[config.mk]
export PLATFORM = sky130hd
export DESIGN_NAME = fetch_line_buffer_flat
export DESIGN_NICKNAME = d
export VERILOG_FILES = /design/src/rtl/fetch_line_buffer_if.sv /design/src/rtl/fetch_line_buffer.sv /design/src/flat_wrapper.sv
export SDC_FILE = /design/constraint.sdc
export NUM_CORES = 1
export LEC_CHECK = 0
export CAP_MARGIN = 25
export CELL_PAD_IN_SITES_DETAIL_PLACEMENT = 0
export CELL_PAD_IN_SITES_GLOBAL_PLACEMENT = 1
export CORE_UTILIZATION = 30
export DETAILED_ROUTE_END_ITERATION = 12
export GPL_TIMING_DRIVEN = 1
export HOLD_SLACK_MARGIN = 0.06
export MAX_ROUTING_LAYER = met4
export PLACE_DENSITY_LB_ADDON = 0.1
export SYNTH_ARGS = -nofsm -noshare
export SYNTH_HDL_FRONTEND = slang
export SYNTH_SLANG_ARGS = --single-unit
[constraint.sdc]
create_clock -name clock -period 2.28 [get_ports clock]
set_input_delay 0.342 -clock clock [delete_from_list [all_inputs] [get_ports clock]]
set_output_delay 0.342 -clock clock [all_outputs]
set_load 0.05 [all_outputs]
[src/rtl/fetch_line_buffer_if.sv]
// CPU-side fetch bus and ROM read port of the instruction fetch line buffer.
interface fetch_line_buffer_if #(
    parameter int unsigned LINE_ADDR_WIDTH = 5
);
    logic [31:0]                  pc;
    logic                         fetch_req;
    logic                         invalidate;
    logic [31:0]                  instr;
    logic                         instr_valid;
    logic                         stall;
    logic                         addr_error;
    logic [LINE_ADDR_WIDTH-1:0]   rom_address;
    logic [127:0]                 rom_data;
    logic [15:0]                  miss_count;

    // CPU + ROM side: drives requests and ROM read data.
    modport master (
        output pc, fetch_req, invalidate, rom_data,
        input  instr, instr_valid, stall, addr_error, rom_address, miss_count
    );

    // Line buffer side.
    modport slave (
        input  pc, fetch_req, invalidate, rom_data,
        output instr, instr_valid, stall, addr_error, rom_address, miss_count
    );
endinterface

[src/rtl/fetch_line_buffer.sv]
// Single-line instruction buffer in front of a 128-bit synchronous ROM.
// Serves 32-bit words by byte PC with zero-cycle hit latency and fills the
// line from the ROM on a miss, stalling the CPU for three cycles.
module fetch_line_buffer #(
    parameter int unsigned LINE_ADDR_WIDTH = 5,
    parameter logic [31:0] OOR_INSTR       = 32'h1000ffff,
    parameter logic [31:0] NOP_INSTR       = 32'h00000020
) (
    input logic                clock,
    input logic                reset,
    fetch_line_buffer_if.slave bus
);
    localparam int unsigned RangeLo = LINE_ADDR_WIDTH + 4;

    typedef enum logic [1:0] {StIdle, StAddr, StCapture} state_t;

    state_t                     state;
    logic                       line_valid;
    logic [LINE_ADDR_WIDTH-1:0] line_tag;
    logic [127:0]               line_data;
    logic [LINE_ADDR_WIDTH-1:0] rom_address;
    logic [15:0]                miss_count;

    logic [1:0]                 word_sel;
    logic [6:0]                 word_base;
    logic [LINE_ADDR_WIDTH-1:0] line_sel;
    logic                       misaligned;
    logic                       out_of_range;
    logic                       hit;
    logic                       start_fill;

    assign word_sel     = bus.pc[3:2];
    assign word_base    = {word_sel, 5'd0};
    assign line_sel     = bus.pc[RangeLo-1:4];
    assign misaligned   = bus.pc[1:0] != 2'b00;
    assign out_of_range = bus.pc[31:RangeLo] != '0;
    assign hit          = line_valid && (line_tag == line_sel);

    assign bus.rom_address = rom_address;
    assign bus.miss_count  = miss_count;

    // Request decode: error, out-of-range, hit, miss in priority order; busy while filling.
    always_comb begin
        bus.instr       = NOP_INSTR;
        bus.instr_valid = 1'b0;
        bus.stall       = 1'b0;
        bus.addr_error  = 1'b0;
        start_fill      = 1'b0;
        if (state == StIdle) begin
            if (bus.fetch_req) begin
                if (misaligned) begin
                    bus.addr_error = 1'b1;
                end else if (out_of_range) begin
                    bus.instr       = OOR_INSTR;
                    bus.instr_valid = 1'b1;
                end else if (hit) begin
                    bus.instr       = line_data[word_base +: 32];
                    bus.instr_valid = 1'b1;
                end else begin
                    bus.stall  = 1'b1;
                    start_fill = 1'b1;
                end
            end
        end else begin
            bus.stall = bus.fetch_req;
        end
    end

    // Fill sequencer: latch line address, let the ROM register it, then capture.
    always_ff @(posedge clock) begin
        if (reset) begin
            state       <= StIdle;
            line_valid  <= 1'b0;
            line_tag    <= '0;
            line_data   <= '0;
            rom_address <= '0;
            miss_count  <= '0;
        end else if (bus.invalidate) begin
            // Aborts any fill in flight; the pending ROM read is simply dropped.
            line_valid <= 1'b0;
            state      <= StIdle;
        end else begin
            unique case (state)
                StIdle: begin
                    if (start_fill) begin
                        rom_address <= line_sel;
                        if (miss_count != 16'hffff) begin
                            miss_count <= miss_count + 16'd1;
                        end
                        state <= StAddr;
                    end
                end
                StAddr: begin
                    state <= StCapture;
                end
                StCapture: begin
                    line_data  <= bus.rom_data;
                    line_tag   <= rom_address;
                    line_valid <= 1'b1;
                    state      <= StIdle;
                end
                default: begin
                    state <= StIdle;
                end
            endcase
        end
    end
endmodule

[src/flat_wrapper.sv]
// flat-port wrapper written by rule: the top's interface ports become plain ports
module fetch_line_buffer_flat 
#(
    parameter int unsigned LINE_ADDR_WIDTH = 5,
    parameter logic [31:0] OOR_INSTR       = 32'h1000ffff,
    parameter logic [31:0] NOP_INSTR       = 32'h00000020
)
  (clock, reset, bus_pc, bus_fetch_req, bus_invalidate, bus_rom_data, bus_instr, bus_instr_valid, bus_stall, bus_addr_error, bus_rom_address, bus_miss_count);
  fetch_line_buffer_if #(.LINE_ADDR_WIDTH(LINE_ADDR_WIDTH)) bus_i ();
  input logic clock;
  input logic reset;
  input wire logic [$bits(bus_i.pc)-1:0] bus_pc;
  input wire logic [$bits(bus_i.fetch_req)-1:0] bus_fetch_req;
  input wire logic [$bits(bus_i.invalidate)-1:0] bus_invalidate;
  input wire logic [$bits(bus_i.rom_data)-1:0] bus_rom_data;
  output wire logic [$bits(bus_i.instr)-1:0] bus_instr;
  output wire logic [$bits(bus_i.instr_valid)-1:0] bus_instr_valid;
  output wire logic [$bits(bus_i.stall)-1:0] bus_stall;
  output wire logic [$bits(bus_i.addr_error)-1:0] bus_addr_error;
  output wire logic [$bits(bus_i.rom_address)-1:0] bus_rom_address;
  output wire logic [$bits(bus_i.miss_count)-1:0] bus_miss_count;
  assign bus_i.pc = bus_pc;
  assign bus_i.fetch_req = bus_fetch_req;
  assign bus_i.invalidate = bus_invalidate;
  assign bus_i.rom_data = bus_rom_data;
  assign bus_instr = bus_i.instr;
  assign bus_instr_valid = bus_i.instr_valid;
  assign bus_stall = bus_i.stall;
  assign bus_addr_error = bus_i.addr_error;
  assign bus_rom_address = bus_i.rom_address;
  assign bus_miss_count = bus_i.miss_count;
  fetch_line_buffer #(.LINE_ADDR_WIDTH(LINE_ADDR_WIDTH), .OOR_INSTR(OOR_INSTR), .NOP_INSTR(NOP_INSTR)) u_core (.clock(clock), .reset(reset), .bus(bus_i));
endmodule
=== Yosys cells after proc, flatten, opt, wreduce, memory -nomap -nowiden ===
Index checks and enable logic that the tools add are counted.

* Bits in registers: 157
* Input port bits: 164
* Output and inout port bits: 56
* Logic and storage cells: 43

* Add/sub/neg operators: 1
* Equality and inequality tests: 5
* Shift-type cells: 1
* Muxes and demuxes: 21
* Bitwise operators: 1
* Reductions and logical operators: 8

{| class="wikitable"
|+ Operator list
! kind !! number
|-
| 32-bit 2-to-1 mux || 5
|-
| 128-bit by 8-bit variable part select with 32-bit output || 1
|-
| 23-bit nonzero test || 1
|-
| 16-bit by 1-bit adder with 16-bit output, second input constant || 1
|-
| 16-bit != test, second input constant || 1
|-
| 1-bit 2-to-1 mux || 14
|-
| 5-bit equality test || 1
|-
| 2-bit case mux with 2 select lines || 1
|-
| 4-bit AND reduction || 1
|-
| 3-bit AND reduction || 1
|-
| 2-bit by 1-bit equality test with 1-bit output, second input constant || 1
|-
| 2-bit equality test, second input constant || 1
|-
| 2-bit logical NOT || 1
|-
| 2-bit 2-to-1 mux || 1
|-
| 2-bit by 1-bit != test with 1-bit output, second input constant || 1
|-
| 2-bit AND reduction || 1
|-
| 2-bit nonzero test || 1
|-
| 2-bit OR reduction || 1
|-
| 1-bit logical AND || 1
|-
| 1-bit inverter || 1
|}

=== Longest topological paths before layout ===
Gate-level depths: netlist (run 1).

* Word-level depth: 9
* Depth in mapped cells: 7
* Gate-level depth less buffers: 7

=== Worst setup path after synthesis (run 1) ===
Ideal clock, no wire load.

* Path kind: in2out
* From: input port bus_pc[25]
* To: output port bus_instr[21]
* Data arrival time: 2470 ps
* Data required time: 1938 ps
* Setup slack: -532 ps
* Stages: 7
* Buffers on the path: 2
* Cell sequence: nor4_1 > nand4_1 > or2_0 > buf_6 > or3_4 > buf_6 > nor2b_1

* Longest elaborated chain between the ends: 5

{| class="wikitable"
|+ RTL lines
! element !! line !! RTL
|-
| start, declared || flat_wrapper.sv:12 || <nowiki>input wire logic [$bits(bus_i.pc)-1:0] bus_pc;</nowiki>
|-
| 23-bit nonzero test || fetch_line_buffer.sv:36 || <nowiki>assign out_of_range = bus.pc[31:RangeLo] != '0;</nowiki>
|-
| 32-bit 2-to-1 mux || fetch_line_buffer.sv:53 || <nowiki>end else if (out_of_range) begin</nowiki>
|-
| 32-bit 2-to-1 mux || fetch_line_buffer.sv:51 || <nowiki>if (misaligned) begin</nowiki>
|-
| 32-bit 2-to-1 mux || fetch_line_buffer.sv:50 || <nowiki>if (bus.fetch_req) begin</nowiki>
|-
| 32-bit 2-to-1 mux || fetch_line_buffer.sv:49 || <nowiki>if (state == StIdle) begin</nowiki>
|-
| end, declared || flat_wrapper.sv:16 || <nowiki>output wire logic [$bits(bus_i.instr)-1:0] bus_instr;</nowiki>
|}

No other way between the ends.

=== Worst setup path after layout (run 1) ===
* From: input port bus_pc[8]
* To: output port bus_instr[29]

* Longest elaborated chain between the ends: 7

{| class="wikitable"
|+ RTL lines
! element !! line !! RTL
|-
| 5-bit equality test || fetch_line_buffer.sv:37 || <nowiki>assign hit = line_valid && (line_tag == line_sel);</nowiki>
|-
| 1-bit logical AND || fetch_line_buffer.sv:37 ||
|-
| 32-bit 2-to-1 mux || fetch_line_buffer.sv:56 || <nowiki>end else if (hit) begin</nowiki>
|-
| 32-bit 2-to-1 mux || fetch_line_buffer.sv:53 ||
|-
| 32-bit 2-to-1 mux || fetch_line_buffer.sv:51 ||
|-
| 32-bit 2-to-1 mux || fetch_line_buffer.sv:50 ||
|-
| 32-bit 2-to-1 mux || fetch_line_buffer.sv:49 ||
|}

No other way between the ends.

==> summary.md, run 1 <==
| Metric | Value |
|---|---|
| Internal | `4.77 mW` |
| Slowest stage cell, crit path | `clkdlybuf4s50_1` |
| Finished Layout Cells | `1,345` |
| # IOs | `220` |
| Starting DRT DRC Count | `315` |
| DR vias/cell | `4.72` |
| Die area | `23,100 um^2` |
| Die X | `152 um` |
| Arrival @ worst endpoint | `2.33 ns` |
| Post-layout util | `50.0%` |
| Post-synth top area share | `46.6%` |
| CP endpoint kind | `primary output` |
| Net Sw Frac | `23.4%` |
| Critical path type | `input port to primary output` |
| Largest net degree at the start of global routing | `97` |
| Synthesized cell area | `6750 um^2` |
| Commonest non-fill, non-tap cell in the layout | `nand2_1` |
| DP HPWL | `14,400 um` |
| H-tree depth | `4` |
| Pleak | `3.75 nW` |
| Layout cells sized above 1 | `22.2%` |
| Clk pin slew, worst setup/hold paths | `0.07 ns` |
| Setup crit start kind | `input port` |
| Slowest cell delay on critical path | `0.44 ns` |
| Post-Synthesis Cells | `800` |
| # rows | `54` |
| First-pass GRT wire length | `34,300 um` |
| Die height | `152 um` |
| Post-Route Skew | `0.0131 ns` |
| Fillers | `2,099` |
| Asr flop ratio synth | `0%` |
| Synth area leaders | `dfxtp_1 (47%), nand2_1 (16%), mux4_2 (11%)` |
| Final Setup Violations | `34` |
| P&R area growth vs syn | `62.8%` |
| Critical path fanouts, max | `6` |
| Vias | `6,355` |
| RSZ-0062 raised after global routing | `true` |
| CP Data Required Time | `1.94 ns` |
| Mean post-synth cell area | `8.43 um^2` |
| Initial Util | `30.7%` |
| Final worst path period need | `2.68 ns` |
| DRT Pass-1 Iters | `8` |
| Final net count | `1,214` |
| NetSw | `1.45 mW` |
| Combinational share of power | `9.5%` |
| Failing checks | `DRC, setup timing` |
| Max cap viols | `0` |
| Worst-Skew Late Latency | `0.43 ns` |
| Fmax | `0.374 GHz` |
| CP top delay family | `simple AND/OR/NAND/NOR gates` |
| Initial antenna violation count | `3` |
| Min-delay worst type | `input port to flip-flop` |
| DRC violations left | `26` |
| R2R setup slack | `0.24 ns` |
| Cell repeated most along the worst path | `buf_12` |
| Remaining antenna violation count after routing | `0` |
| RePlAce Congestion | `0.758` |
| Post-layout worst setup margin | `-0.395 ns` |
| Wire per inst | `15.9 um` |
| Yosys warning count | `0` |
| Post-synth net total | `965` |
| Register bit total from synthesis | `157` |
| Status | `finished with violations` |
| Post-synth top area cell | `dfxtp_1` |
| Bufs and invs on worst path | `4` |
| Slew Limit Headroom | `58.9%` |
| Placed cells | `1,287` |
| CTS tree | `done` |
| Final Hold Viols | `0` |
| CTS Buf Count | `17` |
| CTS Sinks | `157` |
| Routed wire length | `21,400 um` |
| Commonest non-fill, non-tap cells in the layout | `nand2_1 (282), clkdlybuf4s50_1 (156), dfxtp_1 (155)` |
| CTS max path bufs | `2` |
| Worst IR drop on VDD | `463 uV` |
| Number of global-route vias before repair | `6,368` |
| Worst-Margin Slew | `0.609 ns` |
| Total track usage | `19.5%` |
| Clock share of power | `46.5%` |
| Sequential power share | `44.1%` |
| Clock Root Buffer | `clkbuf_16` |
| Post-synth EDFFs | `0` |
| Crit share post-route | `117%` |
| PwrDens | `566 nW/um^2` |
| Main synth FF type | `dfxtp_1` |
| Port buffer count | `219` |
| Max Transition Viols Final | `0` |
| Worst path cell trace | `clkdlybuf4s50_1 > xor2_1 > nor4_4 > nand2_1 > or3_4 > buf_12 > buf_12 > nor2b_4 > buf_12` |
| Std-Cell Core Area | `22,000 um^2` |
| Post-synthesis sequential area ratio | `46.6%` |
| Total grt overflow | `0` |
| Yosys cell types | `41` |
[repair_timing]
| item | 4_1_cts | 5_1_grt |
|---|---|---|
| hold buffers | 0 | 0 |
| gates resized for setup | 74 | 36 |
| pin swaps | 14 | 13 |
| endpoints found under the setup margin | 34 | 55 |
| endpoints found under the hold margin | 0 | 0 |
| buffers inserted | 26 | 2 |
[registers in the layout, summed over array words and instances (netlist names)]
register,count
u_core.line_tag,5
u_core.line_valid,1
u_core.bus.miss_count,16
u_core.line_data,128
u_core.state,2
u_core.bus.rom_address,5
[cell type report]
| cell class | instances | area [um^2] | share of cell area [%] |
|---|---|---|---|
| clock inverters | 14 | 155 | 1.41 |
| diodes | 3 | 7.51 | 0.0684 |
| inverters | 3 | 11.3 | 0.103 |
| repair buffers | 288 | 3190 | 29.0 |
| multi-input cells | 582 | 3680 | 33.5 |
| well taps | 280 | 350 | 3.19 |
| flip-flops and latches | 157 | 3150 | 28.6 |
| clock buffers | 18 | 439 | 4.00 |
[path summary, 6_finish.rpt]
path                                                            start                                endpoint  depth (start not counted)
worst min-delay path                                            reset   u_core.bus.miss_count[1]$_SDFFE_PP0P_                          2
worst max-delay path                                        bus_pc[8]                           bus_instr[29]                          9
worst max register to register  u_core.bus.miss_count[6]$_SDFFE_PP0P_  u_core.bus.miss_count[15]$_SDFFE_PP0P_                          7
worst min register to register     u_core.line_data[119]$_SDFFE_PP0P_      u_core.line_data[119]$_SDFFE_PP0P_                          2
[cell families (layout without fill, tap and decap cells)]
logic type / after synthesis / in the layout / share of synthesized area, %
AND/OR/NAND/NOR: 367 / 367 / 23.2
other: 0 / 3 / 0
adder cells (fa/ha/maj): 1 / 1 / 0.185
buffers and inverters: 61 / 323 / 3.64
XOR/XNOR: 18 / 18 / 2.34
AO/OA/AOI/OAI: 163 / 163 / 13.2
multiplexers: 33 / 33 / 10.8
flip-flops: 157 / 157 / 46.6
[synthesized netlist by cell type, drive strengths merged (2+ instances only)]
cell type	count
and4	2
clkbuf	53
nor2b	11
nand4	10
and3	3
or3	2
xor2	16
a21oi	141
dfxtp	157
nor4	8
or2	2
nor3b	2
nand2	282
and2b	6
inv	3
o21a	16
a2111oi	2
xnor2	2
nand3	11
mux4	32
nor2	20
nor3	4
buf	5
[per-stage QoR]
| step | setup slack, ns | instance area, um^2 | power (mW) | setup TNS (ns) | hold WS (ns) |
|---|---|---|---|---|---|
| final | -0.395 | 11000 | 6.22 | -11.27 | 0.296 |
| after floorplan | -0.120 | 6960 | 2.97 | -1.13 | 0.419 |
| after detailed placement | -0.601 | 10100 | 3.38 | -18.49 | 0.444 |
| after global placement | -0.563 | 10100 | 3.39 | -16.65 | 0.440 |
| after CTS | -0.403 | 10900 | 6.31 | -11.73 | 0.283 |
| after global routing | -0.477 | 11000 | 6.47 | -14.16 | 0.307 |
[worst reg2reg max path: cells and delay by family (launching register included)]
family | cells | cell delay (ns)
buffers and inverters | 1 | 0.20
AOI/OAI and AO/OA | 2 | 0.53
DFF | 1 | 0.42
and+or+nand+nor | 4 | 0.82
[routing by layer]
metal / GRT usage [%] / vias to the layer above / share of wire [%]
met4: 5.78 / 0 / 1.2
li1: - / 3221 / -
met3: 4.96 / 20 / 5.6
met5: - / - / 0
met1: 24.2 / 2970 / 45
met2: 31.2 / 144 / 48
[power groups by stage]
stage               combinational [mW]  sequential [mW]  clock, mW
finish                           0.588             2.74       2.89
CTS                              0.588             2.74       2.99
detailed placement               0.581             2.80          0
global route                     0.621             2.74       3.11
global placement                 0.585             2.80          0
floorplan                        0.164             2.80          0
Note: power is estimated with default switching activity, not from simulation.
==> run 2, diff against run 1 <==
Settings changed: CORE_UTILIZATION 30 to 40, DONT_BUFFER_PORTS set to 1.
==> summary.md, run 2 (synthesis results as in run 1) <==
| Metric | Value |
|---|---|
| Critical path fanouts, max | `8` |
| CP top delay family | `simple AND/OR/NAND/NOR gates` |
| CP endpoint kind | `primary output` |
| Clock Root Buffer | `clkbuf_16` |
| CTS tree | `done` |
| Final net count | `1,113` |
| Total track usage | `24.4%` |
| Worst-Skew Late Latency | `0.42 ns` |
| Failing checks | `setup timing` |
| Total grt overflow | `0` |
| Starting DRT DRC Count | `385` |
| Initial antenna violation count | `0` |
| Bufs and invs on worst path | `1` |
| Max cap viols | `0` |
| DP HPWL | `12,000 um` |
| Commonest non-fill, non-tap cells in the layout | `nand2_1 (280), dfxtp_1 (155), a21oi_1 (140)` |
| Number of global-route vias before repair | `6,387` |
| DR top layer | `met4` |
| # IOs | `220` |
| DR vias/cell | `5.30` |
| Worst path cell trace | `xor2_1 > nor4_2 > buf_4 > nand2_8 > or3_4 > and2b_4` |
| Post-Route Skew | `0.0120 ns` |
| Final worst path period need | `2.62 ns` |
| Slew Limit Headroom | `42.5%` |
| Slowest cell delay on critical path | `0.48 ns` |
| Min-delay worst type | `input port to flip-flop` |
| CTS Buf Count | `17` |
| Final Hold Viols | `0` |
| Status | `finished with violations` |
| Pleak | `3.39 nW` |
| Met2 Routed Length | `9940 um` |
| CTS Sinks | `157` |
| Clk pin slew, worst setup/hold paths | `0.06 ns` |
| Critical path type | `flip-flop to primary output` |
| Largest Register | `u_core.line_data` |
| Die height | `132 um` |
| Max FFs per register | `128` |
| RePlAce Congestion | `0.819` |
| Tot Pwr | `6.08 mW` |
| Die area | `17,400 um^2` |
| Arrival @ worst endpoint | `2.28 ns` |
| Post-layout worst setup margin | `-0.345 ns` |
| CP Data Required Time | `1.94 ns` |
| PwrDens | `626 nW/um^2` |
| Worst-Margin Slew | `0.840 ns` |
| FF-to-FF Start | `u_core.bus.miss_count[0]$_SDFFE_PP0P_` |
| WHS Endpoint | `u_core.line_data[4]$_SDFFE_PP0P_` |
| Port buffer count | `0` |
| Hold path depth | `2` |
| Met3 WL | `1240 um` |
| Leading registers by flop count | `u_core.line_data (128), u_core.bus.miss_count (16)` |
| Post-layout util | `58.8%` |
| Setup crit start kind | `flip-flop` |
| Commonest non-fill, non-tap cell in the layout | `nand2_1` |
| Final Setup Violations | `34` |
| Largest net degree at the start of global routing | `105` |
| P&R area growth vs syn | `44.1%` |
| H-tree depth | `4` |
| DRT Pass-1 Iters | `5` |
| RSZ-0062 raised after global routing | `true` |
| Min-delay src | `bus_rom_data[4]` |
| Worst-case hold slack | `0.0706 ns` |
| # rows | `47` |
| R2R setup slack | `0.06 ns` |
| Routed wire length | `20,200 um` |
| Reg2reg path depth | `6` |
| CTS max path bufs | `2` |
| First-pass GRT wire length | `32,500 um` |
| Wire per inst | `17.1 um` |
| Remaining antenna violation count after routing | `0` |
| Wire length on met1 | `8780 um` |
| Vias | `6,265` |
| Worst IR drop on VDD | `527 uV` |
| Max Transition Viols Final | `0` |
| Crit share post-route | `115%` |
| Std-Cell Core Area | `16,500 um^2` |
| Reg-to-reg endpoint | `u_core.bus.miss_count[15]$_SDFFE_PP0P_` |
| Layout cells sized above 1 | `17.4%` |
| Initial Util | `40.8%` |
| Fmax | `0.381 GHz` |
| Antenna diode count | `0` |
| Slowest stage cell, crit path | `or3_4` |
| Die X | `132 um` |
| DRC violations left | `0` |
[run 2: timing repair]
item                       CTS  global route
buffers inserted             3             4
setup endpoints to repair   34            37
gates resized for setup      9            16
cloned                       2             0
hold buffers               128             2
pin swaps                    3             5
hold endpoints to repair   157             3
[run 2: layer usage]
layer  up-vias  global-route usage, %
met2       205                   39.4
met4         0                   6.65
met5         -                      -
met3        20                   6.50
met1      3018                   29.9
li1       3022                      -
[run 2: how the worst max path moves through the flow]
stage | start | endpoint | slack [ns] | depth (start not counted)
after floorplan | bus_pc[25] | bus_instr[5] | -0.12 | 7
after global placement | bus_pc[13] | bus_instr[31] | -0.08 | 5
after detailed placement | bus_pc[8] | bus_instr[31] | -0.12 | 5
after CTS | u_core.line_tag[0]$_SDFFE_PP0P_ | bus_instr[31] | -0.37 | 6
after global routing | u_core.line_tag[4]$_SDFFE_PP0P_ | bus_instr[16] | -0.42 | 6
final | u_core.line_tag[4]$_SDFFE_PP0P_ | bus_instr[16] | -0.34 | 6
[run 2: metrics by stage]
stage / cell area [um^2] / setup WS, ns / setup TNS, ns / std cells
after global placement: 7610 / -0.0755 / -0.453 / 1013
final: 9720 / -0.345 / -9.52 / 1181
after global routing: 9720 / -0.416 / -12.35 / 1181
after CTS: 9640 / -0.367 / -10.72 / 1178
after floorplan: 6960 / -0.120 / -1.13 / 800
after detailed placement: 7610 / -0.116 / -0.833 / 1013
[run 2: worst register-to-register path: stages (launching register included)]
cell,delay (ns)
dfxtp_1,0.33
buf_4,0.23
nand2_1,0.09
a2111oi_0,0.76
nand3_1,0.25
or3_1,0.36
a21oi_1,0.13
[run 2: where the power goes]
| group | total [mW] | leakage [nW] | switching [mW] | internal (mW) |
|---|---|---|---|---|
| clock | 3.04 | 0.304 | 1.17 | 1.87 |
| sequential | 2.74 | 1.26 | 0.00000000539 | 2.74 |
| combinational | 0.297 | 1.82 | 0.129 | 0.168 |
[run 2: cell type report]
class	count	area (um^2)
fill	1490	6810
multi-input combinational	583	3630
timing repair buffer	186	2030
sequential	157	3150
inverter	3	11.3
clock buffer	19	443
clock inverter	13	189
tap	220	275
